[config.mk]
export PLATFORM = sky130hd
export DESIGN_NAME = mem_burst_reader
export DESIGN_NICKNAME = d
export VERILOG_FILES = /design/src/rtl/mem_burst_reader.sv
export SDC_FILE = /design/constraint.sdc
export NUM_CORES = 1
export LEC_CHECK = 0
export ABC_AREA = 1
export ABC_CLOCK_PERIOD_IN_PS = 6500
export CAP_MARGIN = 30
export CORE_MARGIN = 3
export CORE_UTILIZATION = 30
export DETAILED_ROUTE_END_ITERATION = 8
export DONT_BUFFER_PORTS = 1
export GPL_ROUTABILITY_DRIVEN = 0
export HOLD_SLACK_MARGIN = 0.1
export PLACE_DENSITY = 0.41
export SLEW_MARGIN = 0
export SYNTH_ARGS = -nofsm -noshare
export SYNTH_HDL_FRONTEND = slang
export SYNTH_SLANG_ARGS = --single-unit
[constraint.sdc]
create_clock -name clk -period 6.5 [get_ports clk]
set_input_delay 1.625 -clock clk [delete_from_list [all_inputs] [get_ports clk]]
set_output_delay 1.625 -clock clk [all_outputs]
set_load 0.005 [all_outputs]
[src/rtl/mem_burst_reader.sv]
// Burst read engine for the packet buffer: turns an (address, length) descriptor into
// sequential registered-port reads and streams the returned words out with a last flag.
module mem_burst_reader #(
   parameter int WIDTH  = 128,
   parameter int ADDR_W = 8,
   parameter int LEN_W  = 8
) (
   input  logic              clk,
   input  logic              reset_n,
   input  logic              desc_valid,
   output logic              desc_ready,
   input  logic [ADDR_W-1:0] desc_addr,
   input  logic [LEN_W-1:0]  desc_len,
   output logic [ADDR_W-1:0] mem_addr,
   output logic              mem_read_en,
   input  logic [WIDTH-1:0]  mem_rdata,
   output logic              out_valid,
   input  logic              out_ready,
   output logic [WIDTH-1:0]  out_data,
   output logic              out_last,
   output logic              busy
);

   typedef enum logic [1:0] {IDLE, READ, DRAIN} state_t;

   state_t              state_q, state_d;
   logic [ADDR_W-1:0]   rd_addr_q, rd_addr_d;
   logic [LEN_W-1:0]    remaining_q, remaining_d;
   logic                inflight_q, inflight_last_q;
   logic [WIDTH-1:0]    fifo_data_q [2];
   logic [1:0]          fifo_last_q;
   logic                wr_ptr_q, rd_ptr_q;
   logic [1:0]          count_q;
   logic                issue, push, pop;
   logic [2:0]          credit;

   assign out_valid = (count_q != 2'd0);
   assign pop       = out_valid & out_ready;
   assign push      = inflight_q;

   // Words buffered or in flight after this cycle's pop; keeping it below two
   // before issuing guarantees the two-entry skid buffer can never overflow.
   assign credit = {1'b0, count_q} + {2'b00, inflight_q} - {2'b00, pop};

   always_comb begin
      state_d     = state_q;
      rd_addr_d   = rd_addr_q;
      remaining_d = remaining_q;
      issue       = 1'b0;
      case (state_q)
         IDLE: begin
            if (desc_valid) begin
               rd_addr_d   = desc_addr;
               remaining_d = desc_len;
               state_d     = READ;
            end
         end
         READ: begin
            if (credit < 3'd2) begin
               issue       = 1'b1;
               rd_addr_d   = rd_addr_q + 1'b1;
               remaining_d = remaining_q - 1'b1;
               if (remaining_q == '0) state_d = DRAIN;
            end
         end
         DRAIN: begin
            if (pop && out_last && (count_q == 2'd1) && !inflight_q) state_d = IDLE;
         end
         default: state_d = IDLE;
      endcase
   end

   always_ff @(posedge clk or negedge reset_n) begin
      if (!reset_n) begin
         state_q         <= IDLE;
         rd_addr_q       <= '0;
         remaining_q     <= '0;
         inflight_q      <= 1'b0;
         inflight_last_q <= 1'b0;
         fifo_last_q     <= 2'b00;
         wr_ptr_q        <= 1'b0;
         rd_ptr_q        <= 1'b0;
         count_q         <= 2'd0;
      end else begin
         state_q         <= state_d;
         rd_addr_q       <= rd_addr_d;
         remaining_q     <= remaining_d;
         inflight_q      <= issue;
         inflight_last_q <= issue && (remaining_q == '0);
         if (push) begin
            fifo_last_q[wr_ptr_q] <= inflight_last_q;
            wr_ptr_q              <= ~wr_ptr_q;
         end
         if (pop) rd_ptr_q <= ~rd_ptr_q;
         count_q <= count_q + {1'b0, push} - {1'b0, pop};
      end
   end

   // Payload storage needs no reset: out_data is masked whenever the buffer is empty.
   always_ff @(posedge clk) begin
      if (push) fifo_data_q[wr_ptr_q] <= mem_rdata;
   end

   assign desc_ready  = (state_q == IDLE) & reset_n;
   assign mem_read_en = issue;
   assign mem_addr    = rd_addr_q;
   assign out_data    = out_valid ? fifo_data_q[rd_ptr_q] : '0;
   assign out_last    = out_valid & fifo_last_q[rd_ptr_q];
   assign busy        = (state_q != IDLE);

endmodule

==> flow_summary.json <==
{
  "h-tree-depth": 2,
  "async_flop_share_pct": 9.220,
  "wire_per_inst_um": 20.60,
  "vias_per_cell": 4.665,
  "clockBufferDepth": 3,
  "diodes": 0,
  "synth_common_cells": "344 x nand2_1, 256 x edfxtp_1, 130 x a21oi_1",
  "post_cts_buffers": 0,
  "cts_tree": "yes",
  "synth_top_area_share_pct": 68.49,
  "max_cap_violations": 0,
  "ir_drop_v": 0.0004015,
  "min_to": "fifo_last_q[1]$_DFFE_PN0P_",
  "firstDrtPassIters": 4,
  "core_area_sq_mm": 0.03679,
  "wirelength_um": 29050,
  "swShare_pct": 37.99,
  "drc": 0,
  "synth_area_leaders": "edfxtp_1 68%, nand2_1 12%, a21oi_1 5.8%, dfrtp_1 5.8%, buf_2 1.9%",
  "clk_latency_ps": 500,
  "r2r-start": "count_q[1]$_DFF_PN0_",
  "synthFlopType": "edfxtp_1",
  "hp-class": "flip-flop to flip-flop",
  "clkPwrFrac_pct": 27.0,
  "clk_pin_slew_ps": 60,
  "timing.slew.headroom_pct": 35.37,
  "endpoint_kind": "output port",
  "rrSetupSlack_ps": 3950,
  "n_fill_cell": 3640,
  "p_comb_share_pct": 32.2,
  "grt.total_usage_pct": 13.92,
  "multi_input_area_sq_mm": 0.002496,
  "report.final.hold_viol_count": 0,
  "cts-root-buf": "clkbuf_16",
  "synth-edff-count": 256,
  "vias": 6578,
  "crit_fanout": 3,
  "syn_to_final_growth_pct": 13.21,
  "rsz0062_at_grt": "false",
  "grt_pass1_wl_um": 41630,
  "synth-seq-cells": 282,
  "cts_sinks": 282,
  "yosys_warnings": 0,
  "grt_pass1_vias": 6322,
  "cts.repair.resized": 0,
  "outcome": "complete, no violations",
  "syn_nets": 1074,
  "syn-cell-area_sq_mm": 0.01122,
  "startpoint_type": "primary input",
  "antenna_found_initial": 1,
  "max_freq_mhz": 222.5,
  "internal_power_w": 0.004067,
  "required_ps": 4880,
  "p_switching_w": 0.002492,
  "regArea_sq_mm": 0.008342,
  "p_leak_nw": 4.581,
  "io_pins": 289,
  "syn-instance-count": 921,
  "critical_path_class": "primary input to output port",
  "die-area_sq_mm": 0.03977,
  "die_w_um": 199.4,
  "p_per_area_mw_per_mm2": 516.2,
  "hold-path-cell-count": 2,
  "skew_ps": 11.97,
  "arrival_ps": 2870,
  "fin_crit_sh_pct": 69.15,
  "setup-tns-final_ps": 0,
  "whs_ps": 484.9,
  "layout-drive-gt1-share_pct": 8.811,
  "start_util_pct": 30.51,
  "grt_max_degree": 78,
  "synth.most_common_cell": "nand2_1",
  "hp-start": "fifo_last_q[1]$_DFFE_PN0P_",
  "synth_top_cell_by_area": "edfxtp_1",
  "final_nets": 1072,
  "ys_seq_area_share_pct": 74.28,
  "hold_buffers": 0,
  "rows": 70,
  "post-route-min-period_ps": 4495,
  "power_frac_seq_pct": 40.8,
  "report.final.setup_viol": 0,
  "worst_slew_pin_slew_ps": 969.5,
  "syn_avg_cell_area_sq_um": 12.19,
  "io_buffers": 0,
  "die_y_um": 199.4,
  "startpoint": "out_ready",
  "drtIter0Drc": 286,
  "overflow": 0,
  "dp_hpwl_um": 17710,
  "r2r_cells": 7,
  "postRouteAntennaNets": 0,
  "synth_cell_types": 33,
  "finalMaxSlewViolations": 0,
  "timing.rr.end": "state_q[1]$_DFFE_PN0P_",
  "cts_buffers": 35
}
==> metrics by stage <==
step / power (W) / cell area, sq um / worst slack, ps / std cells / utilization (%)
floorplan: 0.004341 / 11230 / 2108 / 921 / -
global placement: 0.004892 / 11630 / 2042 / 1349 / 31.61
detailed placement: 0.004907 / 11660 / 1989 / 1350 / 31.69
CTS: 0.006711 / 12710 / 1951 / 1410 / 34.54
global route: 0.007047 / 12710 / 1851 / 1410 / 34.54
finish: 0.006560 / 12710 / 2005 / 1410 / 34.54
==> per-layer routing <==
layer | GRT usage (%) | wire length (um)
met5 | 0 | 13
met4 | 4.110 | 660
met3 | 5.969 | 3145
met2 | 22.34 | 13680
met1 | 17.22 | 11540
==> cell usage in the layout, fill, tap and decap left out, types with 2 or more instances in the layout <==
cell          n
o21ai_1       5
o21bai_1      2
inv_1        28
nor2_4        2
o21ai_0       4
nand4_1       3
a21oi_1     130
clkbuf_1      9
nand3_1      18
inv_4         3
nand2_2       9
clkinv_2      4
inv_2         2
ha_1          4
buf_4         6
o21ai_2       7
dfrtp_1      25
clkbuf_16    37
nand2_1     344
clkinvlp_4    2
edfxtp_1    256
clkinv_1      7
nor2_1       18
==> state kept, by name, summed over array words and instances, names as in the netlist <==
name,cells
fifo_last_q,2
inflight_last_q,1
mem_addr,8
remaining_q,8
rd_ptr_q,1
count_q,2
wr_ptr_q,1
state_q,2
fifo_data_q,256
inflight_q,1
==> worst max-delay path, cell delays in order <==
cell and delay [ps]:
nand2_1 60, or2_2 300, fa_1 470, inv_1 90
nand3_2 100, nor2_1 230
==> cells by family after synthesis <==
kind of cell / share of synthesized area (%)
buf+inv: 3.612
simple gates: 14.39
xor+xnor: 0.07804
flops: 74.28
compound gates: 7.011
fa+ha+maj: 0.6243
==> how the worst max path moves through the flow <==
stage,end,cells after the start,slack [ps]
2_1_floorplan,mem_read_en,6,2110
5_1_grt,out_data[22],4,1850
3_5_place_dp,mem_read_en,6,1990
3_3_place_gp,mem_read_en,6,2040
4_1_cts,out_data[124],4,1950
6_report,mem_read_en,6,2010
==> power groups by stage <==
stage | logic [W] | registers, W | clock network (W)
2_1_floorplan | 0.00168 | 0.00266 | 0
3_3_place_gp | 0.00217 | 0.00272 | 0
5_1_grt | 0.00240 | 0.00273 | 0.00192
3_5_place_dp | 0.00219 | 0.00272 | 0
6_report | 0.00211 | 0.00268 | 0.00177
4_1_cts | 0.00219 | 0.00269 | 0.00184
==> layout make-up <==
class,count,share of cell area [%]
sequential,282,65.65
multi-input combinational,558,19.64
clock buffer,46,7.552
tap,468,4.608
inverter,34,1.103
timing repair buffer,8,0.7286
clock inverter,14,0.7188
Note: power is estimated with default switching activity, not from simulation.
